$ cat src/rtl/run_seq_pkg.sv
// Shared types and default constants for the run sequencer.
// Contents: run_state_e (FSM state encoding), CNT_W_DEF (cycle counter width),
//           MAX_CYCLES_DEF (watchdog limit default).
package run_seq_pkg;

  typedef enum logic [2:0] {
    IDLE,
    CLEAR,
    RUN,
    FIN,
    TOUT
  } run_state_e;

  localparam int          CNT_W_DEF      = 16;
  localparam int unsigned MAX_CYCLES_DEF = 32'h0000_FFFF;

endpackage

$ cat src/rtl/mem_port_arb.sv
// Data memory write-port arbiter between the host and the core.
// Ports: clk/reset (sync, active-high); busy selects the owner (host when low);
//        host_*/core_* write requests in; mem_* muxed write port out;
//        host_gnt = host owns the port; host_drop = registered pulse, a host write was lost.
module mem_port_arb #(
  parameter int AW = 8,
  parameter int DW = 8
) (
  input  logic          clk,
  input  logic          reset,
  input  logic          busy,
  input  logic          host_wr_en,
  input  logic [AW-1:0] host_addr,
  input  logic [DW-1:0] host_wdata,
  input  logic          core_wr_en,
  input  logic [AW-1:0] core_addr,
  input  logic [DW-1:0] core_wdata,
  output logic          mem_wr_en,
  output logic [AW-1:0] mem_addr,
  output logic [DW-1:0] mem_wdata,
  output logic          host_gnt,
  output logic          host_drop
);

  assign host_gnt = !busy;

  // Pure mux: the non-owner's write enable never reaches the memory.
  always_comb begin
    mem_wr_en = 1'b0;
    mem_addr  = '0;
    mem_wdata = '0;
    if (host_gnt) begin
      mem_wr_en = host_wr_en;
      mem_addr  = host_addr;
      mem_wdata = host_wdata;
    end else begin
      mem_wr_en = core_wr_en;
      mem_addr  = core_addr;
      mem_wdata = core_wdata;
    end
  end

  // A host write while the core owns the port is discarded; flag it one cycle later.
  always_ff @(posedge clk) begin
    if (reset) begin
      host_drop <= 1'b0;
    end else begin
      host_drop <= host_wr_en && !host_gnt;
    end
  end

endmodule

$ cat src/rtl/run_sequencer.sv
// Sequences one program run of the core: hold in reset, release on req, count cycles
// until core_done or the watchdog limit, and arbitrate the data memory write port.
// Ports: clk/reset (sync, active-high); req start; core_done in; core_reset/core_en to
//        the core; busy/done/timeout/cycle_count status; host_*/core_* -> mem_* write port;
//        host_gnt/host_drop arbitration status. Optional step input when
//        RUN_SEQUENCER_SINGLE_STEP_EN is defined (one core_en cycle per step rise).
module run_sequencer
  import run_seq_pkg::*;
#(
  parameter int          CLR_CYCLES = 2,
  parameter int          CNT_W      = CNT_W_DEF,
  parameter int unsigned MAX_CYCLES = MAX_CYCLES_DEF,
  parameter int          AW         = 8,
  parameter int          DW         = 8
) (
  input  logic             clk,
  input  logic             reset,
  input  logic             req,
`ifdef RUN_SEQUENCER_SINGLE_STEP_EN
  input  logic             step,
`endif
  input  logic             core_done,
  output logic             core_reset,
  output logic             core_en,
  output logic             busy,
  output logic             done,
  output logic             timeout,
  output logic [CNT_W-1:0] cycle_count,
  input  logic             host_wr_en,
  input  logic [AW-1:0]    host_addr,
  input  logic [DW-1:0]    host_wdata,
  input  logic             core_wr_en,
  input  logic [AW-1:0]    core_addr,
  input  logic [DW-1:0]    core_wdata,
  output logic             mem_wr_en,
  output logic [AW-1:0]    mem_addr,
  output logic [DW-1:0]    mem_wdata,
  output logic             host_gnt,
  output logic             host_drop
);

  localparam int               CLR_W    = (CLR_CYCLES > 1) ? $clog2(CLR_CYCLES) : 1;
  localparam logic [CLR_W-1:0] CLR_LOAD = CLR_W'(CLR_CYCLES - 1);
  localparam logic [CNT_W-1:0] MAX_C    = CNT_W'(MAX_CYCLES);

  run_state_e       state;
  logic [CLR_W-1:0] clr_cnt;
  logic [CNT_W-1:0] cnt_inc;
  logic             run_en;   // core_en value for the next cycle if we stay in RUN

  assign cnt_inc = cycle_count + CNT_W'(1);

`ifdef RUN_SEQUENCER_SINGLE_STEP_EN
  logic step_q;

  always_ff @(posedge clk) begin
    if (reset) begin
      step_q <= 1'b0;
    end else begin
      step_q <= step;
    end
  end

  assign run_en = step && !step_q;
`else
  assign run_en = 1'b1;
`endif

  // All status outputs are registered alongside the state so they always agree with it.
  always_ff @(posedge clk) begin
    if (reset) begin
      state       <= IDLE;
      clr_cnt     <= '0;
      core_reset  <= 1'b1;
      core_en     <= 1'b0;
      busy        <= 1'b0;
      done        <= 1'b0;
      timeout     <= 1'b0;
      cycle_count <= '0;
    end else begin
      case (state)
        IDLE, FIN, TOUT: begin
          if (req) begin
            state       <= CLEAR;
            clr_cnt     <= CLR_LOAD;
            cycle_count <= '0;
            core_reset  <= 1'b1;
            busy        <= 1'b1;
            done        <= 1'b0;
            timeout     <= 1'b0;
          end
        end

        // Counter loaded with CLR_CYCLES-1, so CLEAR lasts exactly CLR_CYCLES cycles.
        CLEAR: begin
          if (clr_cnt == '0) begin
            state      <= RUN;
            core_reset <= 1'b0;
            core_en    <= run_en;
          end else begin
            clr_cnt <= clr_cnt - CLR_W'(1);
          end
        end

        // core_done takes priority over the watchdog when both land in the same cycle.
        RUN: begin
          if (core_en) begin
            cycle_count <= cnt_inc;
          end
          if (core_done) begin
            state   <= FIN;
            done    <= 1'b1;
            busy    <= 1'b0;
            core_en <= 1'b0;
          end else if (core_en && (cnt_inc == MAX_C)) begin
            state   <= TOUT;
            timeout <= 1'b1;
            busy    <= 1'b0;
            core_en <= 1'b0;
          end else begin
            core_en <= run_en;
          end
        end

        default: begin
          state <= IDLE;
        end
      endcase
    end
  end

  mem_port_arb #(
    .AW(AW),
    .DW(DW)
  ) u_arb (
    .clk       (clk),
    .reset     (reset),
    .busy      (busy),
    .host_wr_en(host_wr_en),
    .host_addr (host_addr),
    .host_wdata(host_wdata),
    .core_wr_en(core_wr_en),
    .core_addr (core_addr),
    .core_wdata(core_wdata),
    .mem_wr_en (mem_wr_en),
    .mem_addr  (mem_addr),
    .mem_wdata (mem_wdata),
    .host_gnt  (host_gnt),
    .host_drop (host_drop)
  );

endmodule
$ cat config.mk
export PLATFORM = sky130hd
export DESIGN_NAME = run_sequencer
export DESIGN_NICKNAME = d
export VERILOG_FILES = /design/src/rtl/run_seq_pkg.sv /design/src/rtl/mem_port_arb.sv /design/src/rtl/run_sequencer.sv
export SDC_FILE = /design/constraint.sdc
export NUM_CORES = 1
export LEC_CHECK = 0
export CORE_MARGIN = 2
export CORE_UTILIZATION = 45
export DETAILED_ROUTE_END_ITERATION = 7
export GPL_TIMING_DRIVEN = 0
export PLACE_DENSITY = 0.86
export SYNTH_ARGS = -nofsm -noshare
export SYNTH_HDL_FRONTEND = slang
export SYNTH_SLANG_ARGS = --single-unit
$ cat constraint.sdc
create_clock -name clk -period 3.1 [get_ports clk]
set_input_delay 0.31 -clock clk [delete_from_list [all_inputs] [get_ports clk]]
set_output_delay 0.31 -clock clk [all_outputs]
set_load 0.02 [all_outputs]
After elaboration in Yosys (flattened, before gate mapping)
Cells that the tools add are included.
{ "word_totals": {"inputBits": 38, "elab_cells": 68, "out_inout_bits": 40, "register_bits": 26} }
{ "classes": {"reduce_logical": 16, "addsub": 2, "mux": 29, "n_eq_ne": 12} }
{ "op_table": {"columns": ["cell", "n"], "rows": [
  ["$mux 16", 2],
  ["$pmux 16 s2", 1],
  ["$add 16x1->16 const B", 1],
  ["$eq 16x16->1 const B", 1],
  ["$mux 8", 2],
  ["$reduce_and 3->1", 5],
  ["$mux 1", 13],
  ["$mux 3", 4],
  ["$ne 2x2->1 const B", 6],
  ["$pmux 1 s2", 6],
  ["$pmux 3 s3", 1],
  ["$eq 3x2->1 const B", 2],
  ["$reduce_bool 2->1", 3],
  ["$reduce_and 2->1", 2],
  ["$reduce_and 4->1", 1],
  ["$eq 3x1->1 const B", 1],
  ["$eq 3x3->1 const B", 1],
  ["$logic_not 3->1", 1],
  ["$ne 3x3->1 const B", 1],
  ["$reduce_or 3->1", 1],
  ["$logic_and 1x1->1", 2],
  ["$logic_not 1->1", 1],
  ["$sub 1x1->1 const B", 1]
]} }

Depth between registers and ports, before layout
Gate-level depths: netlist of the first run.
{ "logic_depth": {"word_depth": 6, "depth_mapped": 8, "ltp_nobuf": 7} }

Cells and area by module
Synthesis of the first run repeated with hierarchy kept, for this count alone.
{ "unflattened": {"hier_cells": 220, "area_unflattened_um2": 1771.7} }
{ "by_module_without_submodules": {"columns": ["mod", "cells_per_inst", "instances", "seq_area_each_um2", "area_per_inst_um2"], "rows": [
  ["run_sequencer", 198, 1, 500.5, 1485.2],
  ["mem_port_arb", 22, 1, 20.0, 286.5]
]} }

Worst setup path after synthesis of the first run
Ideal clock, no wire load.
{ "synth_path": {"path_type": "flip-flop to flip-flop", "startpoint": "register cycle_count[0]", "endpoint": "register busy", "t_arrival_ns": 1.900, "setup_time_ns": 0.103, "period_less_slack_ns": 2.003, "stages_incl_launch_ff": 9, "setup_slack_ns": 1.097, "n_path_buf": 2, "cell_sequence": "dfxtp_1 > ha_1 > buf_2 > and3_1 > buf_6 > nor2_4 > o31ai_4 > a221oi_4 > a2111oi_2"} }
{ "synth_between": {"elab_chain_cells": 5} }
{ "synth_lines": {"columns": ["item", "line", "rtl"], "rows": [
  ["from (decl)", "run_sequencer.sv:28", "output logic [CNT_W-1:0] cycle_count,"],
  ["from (signal assigned)", "run_sequencer.sv:108", "cycle_count <= cnt_inc;"],
  ["$add 16x1->16", "run_sequencer.sv:51", "assign cnt_inc = cycle_count + CNT_W'(1);"],
  ["$eq 16x16->1", "run_sequencer.sv:115", "end else if (core_en && (cnt_inc == MAX_C)) begin"],
  ["$logic_and 1x1->1", "run_sequencer.sv:115", null],
  ["$ne 3x3->1 (no line)", null, null],
  ["$reduce_and 3->1 (no line)", null, null],
  ["to (signal assigned)", "run_sequencer.sv:88", "busy <= 1'b1;"],
  ["to (signal assigned)", "run_sequencer.sv:113", "busy <= 1'b0;"],
  ["to (signal assigned)", "run_sequencer.sv:118", "busy <= 1'b0;"],
  ["to (decl)", "run_sequencer.sv:25", "output logic busy,"]
]} }
Every way passes these cells.
A chain may end at the register's enable or synchronous reset.

Worst setup path after layout of the first run
{ "layout_path": {"startpoint": "register busy", "endpoint": "output mem_wr_en"} }
{ "layout_between": {"elab_chain_cells": 1} }
{ "layout_lines": {"columns": ["item", "line", "rtl"], "rows": [
  ["from (signal assigned)", "run_sequencer.sv:76", "busy <= 1'b0;"],
  ["from (signal assigned)", "run_sequencer.sv:88", null],
  ["from (signal assigned)", "run_sequencer.sv:113", null],
  ["$mux 1", "mem_port_arb.sv:32", "if (host_gnt) begin"],
  ["to (decl)", "run_sequencer.sv:35", "output logic mem_wr_en,"]
]} }
Every way passes these cells.

==> results.json, run 1 <==
{
  "ioPinCount": 78,
  "fp.coreArea_um2": 3660,
  "path_clk_slew_ns": 0.09,
  "synth_nets": 244,
  "worst_pin_slew_ns": 0.700,
  "die_x_um": 65.5,
  "rsz0062_at_grt": "no",
  "cts_buffer_depth": 2,
  "fin_crit_ns": 2.33,
  "fp.dieH_um": 65.5,
  "antenna_found_initial": 0,
  "grtUsageTotal_pct": 22.3,
  "finalCritPeriodShare_pct": 75.0,
  "drt_iter0_drc": 111,
  "critPathRequiredTime_ns": 2.79,
  "clk_latency_ns": 0.28,
  "post_cts_buffers": 0,
  "synth_edf_count": 0,
  "p_total_mw": 0.879,
  "die_area_um2": 4290,
  "vias": 1822,
  "first_pass_iters": 4,
  "worstSetupStartpoint": "busy$_SDFFE_PP0P_",
  "synth_ff_type": "dfxtp_1",
  "setup_viol": 0,
  "num_antenna_cells": 0,
  "fin_tns_setup_ns": 0,
  "crit_arrival_ns": 2.02,
  "min_from": "reset",
  "r2r-start": "cycle_count[1]$_SDFFE_PP0P_",
  "synth_cell_types": 43,
  "cts_inserted_buffers": 3,
  "drc": 0,
  "nets": 325,
  "hold_path.class": "input pin to flop",
  "avgSynthCellArea_um2": 8.35,
  "wl_per_cell_um": 14.8,
  "drt_wl_total_mm": 4.92,
  "worstSetupStartpointType": "flop",
  "n_fill_cell": 308,
  "grt_max_degree": 15,
  "cts_tree": "built",
  "vias_per_cell": 5.49,
  "ir_drop_v": 0.000313,
  "syn_inst": 204,
  "grt_overflow_total": 0,
  "area_growth_pct": 51.4,
  "cp-end-kind": "primary output",
  "initial_utilization_pct": 46.5,
  "cts.sinks": 26,
  "seqCellArea_um2": 520,
  "syn_area_um2": 1700,
  "p_leak_nw": 0.866,
  "skew_ns": 0.00558,
  "drive_above_1_share_pct": 13.7,
  "ys_warn_count": 0,
  "slew_violations": 0,
  "crit_type": "flop to primary output",
  "maxCapViolCount": 0,
  "final_common_cell": "clkdlybuf4s50_1",
  "powerDensity_nw_per_um2": 341,
  "cts_resized": 0,
  "synth_seq_area_share_pct": 30.6,
  "ant_nets": 0,
  "run_status": "completed",
  "root_buffer": "clkbuf_8",
  "worst-path-max-fanout": 10,
  "grt_pass1_vias": 1624,
  "multi_input_area_um2": 1060,
  "hpwl_mm": 3.71,
  "hold_ws_ns": 0.422,
  "relSlewSlack_pct": 53.3,
  "postCtsHoldBufs": 0,
  "final_cell_mix": "clkdlybuf4s50_1, dfxtp_1, nand2_1, nor2_1, mux2_2",
  "port_buffers": 76,
  "fmax_mhz": 430,
  "synthArstFlopShare_pct": 0,
  "grt_pass1_wl_mm": 7.45,
  "h-tree-depth": 1,
  "finalHoldViolCount": 0,
  "gp_congestion": 0.853,
  "rows": 22,
  "synth-seq-cells": 26
}
[routing by layer]
metal,track usage [%],up-vias,part of all wire [%]
met4,5.99,0,1.2
met2,40.1,70,53
met5,0,-,0
li1,-,914,-
met3,4.97,8,5.5
met1,26.6,830,40
[state kept, by name, summed over array words and instances (netlist names)]
register / cells
cycle_count: 16
clr_cnt: 1
core_en: 1
done: 1
u_arb.host_drop: 1
busy: 1
core_reset: 1
state: 3
timeout: 1
[path summary, 6_finish.rpt]
path / slack, ns / cells past startpoint / to
max: 0.77 / 3 / mem_wr_en
min: 0.42 / 2 / busy$_SDFFE_PP0P_
max reg2reg: 1.01 / 7 / state[1]$_SDFFE_PP0P_
min reg2reg: 0.49 / 1 / done$_SDFFE_PP0P_
[layout make-up]
class / instances / share of cell area, %
Sequential cell: 26 / 20.2
Multi-Input combinational cell: 155 / 41.3
Timing Repair Buffer: 76 / 29.5
Clock buffer: 4 / 2.13
Buffer: 17 / 3.69
Tap cell: 48 / 2.33
Inverter: 6 / 0.873
[logic make-up (layout without fill, tap and decap cells)]
group / count (synthesis) / count (layout) / share of synthesized area (%)
adder cells (fa/ha/maj): 2 / 2 / 1.47
flip-flops: 26 / 26 / 30.6
buffers and inverters: 23 / 103 / 6.91
multiplexers: 18 / 18 / 11.8
XOR/XNOR: 2 / 2 / 1.03
AO/OA/AOI/OAI: 56 / 56 / 24.2
AND/OR/NAND/NOR: 77 / 77 / 24.0
[where the power goes]
part / switching (mW) / internal [mW] / leakage [nW]
clock network: 0.111 / 0.114 / 0.0288
registers: 0.0112 / 0.345 / 0.211
logic: 0.144 / 0.154 / 0.626
[synthesized netlist by cell type, types with 2 or more instances]
cell type  count  area (µm²)
nand3_1        7        35.0
and2_1         3        18.8
mux2_2        17         191
buf_2          4        20.0
dfxtp_1       26         521
and4_1         2        17.5
buf_6          2        22.5
or3_1          2        12.5
nor2_1        18        67.6
ha_1           2        25.0
o21ai_0        8        40.0
nor4_1         3        18.8
o22ai_1        2        12.5
inv_1          6        22.5
buf_4          3        22.5
nor2_4         2        22.5
xnor2_1        2        17.5
nand4_1        4        25.0
o21ai_1        2        10.0
clkbuf_1       8        30.0
a311oi_1       9        78.8
a22o_1         2        17.5
and3_1         3        18.8
nand3b_1       2        15.0
a31oi_1        8        50.1
nor3_1         3        15.0
a21oi_1       14        70.1
a211oi_1       3        22.5
a2111oi_2      2        30.0
nand2_1       22        82.6
[stage by stage]
| step | util (%) | setup WS [ns] | instances | cell area (µm²) |
|---|---|---|---|---|
| floorplan | - | 1.10 | 204 | 1700 |
| global placement | 68.9 | 0.967 | 328 | 2520 |
| detailed placement | 68.9 | 0.951 | 328 | 2520 |
| CTS | 70.4 | 0.751 | 332 | 2580 |
| global route | 70.4 | 0.647 | 332 | 2580 |
| finish | 70.4 | 0.774 | 332 | 2580 |
[worst max-delay path: stages, from the launching register on]
cell	delay, ns
dfxtp_1	0.37
clkbuf_1	0.42
mux2_2	0.39
clkdlybuf4s50_1	0.55
(Power assumes the default switching activity.)
==> run 2, diff against run 1 <==
--- a/config.mk
+++ b/config.mk
@@ -6,10 +6,10 @@
 export NUM_CORES = 1
 export LEC_CHECK = 0
 export CORE_MARGIN = 2
-export CORE_UTILIZATION = 45
+export CORE_UTILIZATION = 38
 export DETAILED_ROUTE_END_ITERATION = 7
 export GPL_TIMING_DRIVEN = 0
-export PLACE_DENSITY = 0.86
+export PLACE_DENSITY = 0.77
 export SYNTH_ARGS = -nofsm -noshare
 export SYNTH_HDL_FRONTEND = slang
 export SYNTH_SLANG_ARGS = --single-unit
==> constraint.sdc (replaced) <==
create_clock -name clk -period 2 [get_ports clk]
set_input_delay 0.2 -clock clk [delete_from_list [all_inputs] [get_ports clk]]
set_output_delay 0.2 -clock clk [all_outputs]
set_load 0.02 [all_outputs]
==> run 2 against run 1 <==
Routed wire length up 0.10%. Power increased by 48%. Register-to-register slack lost 0.92 ns. Non-clock buffer count up 4. Cell count rose by 2.1%.
==> results.json, run 2 (same netlist as run 1, synthesis figures left out) <==
{
  "run_status": "completed",
  "fin_crit_ns": 1.91,
  "wl_per_cell_um": 14.5,
  "h-tree-depth": 1,
  "die_x_um": 70.9,
  "skew_ns": 0.00329,
  "antenna_found_initial": 0,
  "finish.utilization_pct": 62.0,
  "grt_overflow_total": 0,
  "cp_common_cell": "buf_6",
  "regMostFlops": "cycle_count",
  "top_regs": "cycle_count (16), state (3)",
  "ant_nets": 0,
  "cp-end-kind": "flop",
  "powerDensity_nw_per_um2": 485,
  "cts_buffer_depth": 2,
  "reg2reg_setup_slack_ns": 0.09,
  "drive_above_1_share_pct": 17.4,
  "crit_type": "flop to flop",
  "cts_tree": "built",
  "fin_tns_setup_ns": 0,
  "hold_path.class": "input pin to flop",
  "largest_reg_flops": 16,
  "first_pass_iters": 4,
  "worst-path-max-fanout": 7,
  "rows": 24,
  "fp.dieH_um": 70.9,
  "critPathRequiredTime_ns": 2.17,
  "drc": 0,
  "rsz0062_at_grt": "yes",
  "cts_inserted_buffers": 3,
  "fmax_mhz": 525,
  "ioPinCount": 78,
  "nets": 329,
  "grt_pass1_vias": 1668,
  "maxCapViolCount": 0,
  "crit_arrival_ns": 2.08,
  "stdcell_area_um2": 2680,
  "worstSetupStartpointType": "flop",
  "port_buffers": 76,
  "gp_congestion": 0.878,
  "n_fill_cell": 393,
  "root_buffer": "clkbuf_8",
  "grtUsageTotal_pct": 19.2,
  "p_total_mw": 1.30,
  "placed_area_um2": 2530,
  "final_common_cell": "clkdlybuf4s50_1",
  "slowest_stage": "dfxtp_4",
  "setup_viol": 0,
  "clk_latency_ns": 0.27,
  "initial_utilization_pct": 39.4,
  "path_clk_slew_ns": 0.09,
  "crit_chain": "ha_1 -> buf_6 -> and3_4 -> buf_6 -> nor2_4 -> o31ai_4 -> a221oi_4 -> buf_4 -> a2111oi_2",
  "die_area_um2": 5030,
  "drt_iter0_drc": 96,
  "finalHoldViolCount": 0,
  "p_leak_nw": 1.04,
  "fp.coreArea_um2": 4320,
  "slew_violations": 0,
  "pre_cts_ws_ns": -0.0868,
  "finalCritPeriodShare_pct": 95.3,
  "drt_wl_total_mm": 4.92,
  "hpwl_mm": 3.64,
  "ir_drop_v": 0.000421,
  "relSlewSlack_pct": 54.9,
  "setup_slack_ns": 0.0948,
  "vias_per_cell": 5.43,
  "final_cell_mix": "clkdlybuf4s50_1, dfxtp_1, nand2_1, nor2_1",
  "worst_pin_slew_ns": 0.677,
  "slowest_delay_ns": 0.37,
  "area_growth_pct": 57.3,
  "grt_pass1_wl_mm": 7.97,
  "vias": 1841,
  "num_antenna_cells": 0,
  "cts.sinks": 26,
  "grt_max_degree": 14
}
## run 2: per-layer routing
metal	part of all wire (%)	up-vias	routed length (µm)	global-route usage [%]
met5	0	-	0	0
met4	0.69	0	34	2.94
met3	3.7	4	183	3.28
met2	52	36	2550	32.3
met1	44	875	2150	26.4
li1	-	926	-	-
## run 2: metrics by stage
stage          hold WS, ns  instances
6_report             0.307        339
5_1_grt              0.323        339
4_1_cts              0.302        336
3_5_place_dp         0.455        332
3_3_place_gp         0.452        332
2_1_floorplan        0.323        204
## run 2: cell type report
cell class,count,area (µm²),share of cell area (%)
flip-flops and latches,26,529,19.8
well taps,52,65.1,2.43
multi-input cells,155,1080,40.3
clock buffers,3,41.3,1.54
inverters,6,22.5,0.841
plain buffers,17,109,4.06
repair buffers,80,833,31.1
## run 2: critical path, delay by kind of cell, from the launching register on
kind	cells	cell delay, ns
compound gates	3	0.63
buf+inv	3	0.42
flops	1	0.37
simple gates	2	0.22
fa+ha+maj	1	0.16
## run 2: repair_timing
item	in CTS	in global routing
hold buffers	0	0
setup buffers	1	3
gates resized for setup	9	21
pin swaps	2	0
setup endpoints to repair	22	20
## run 2: report_power, final
| part | switching, mW | leakage (nW) | internal [mW] |
|---|---|---|---|
| Combinational | 0.223 | 0.809 | 0.235 |
| Clock | 0.158 | 0.0216 | 0.135 |
| Sequential | 0.0157 | 0.213 | 0.533 |
| Total | 0.397 | 1.04 | 0.903 |
## run 2: worst paths after layout
path	startpoint	depth (start not counted)	endpoint
max	cycle_count[1]$_SDFFE_PP0P_	9	busy$_SDFFE_PP0P_
min	reset	2	busy$_SDFFE_PP0P_
max reg2reg	cycle_count[1]$_SDFFE_PP0P_	9	busy$_SDFFE_PP0P_
min reg2reg	core_reset$_SDFFE_PP1P_	2	core_reset$_SDFFE_PP1P_
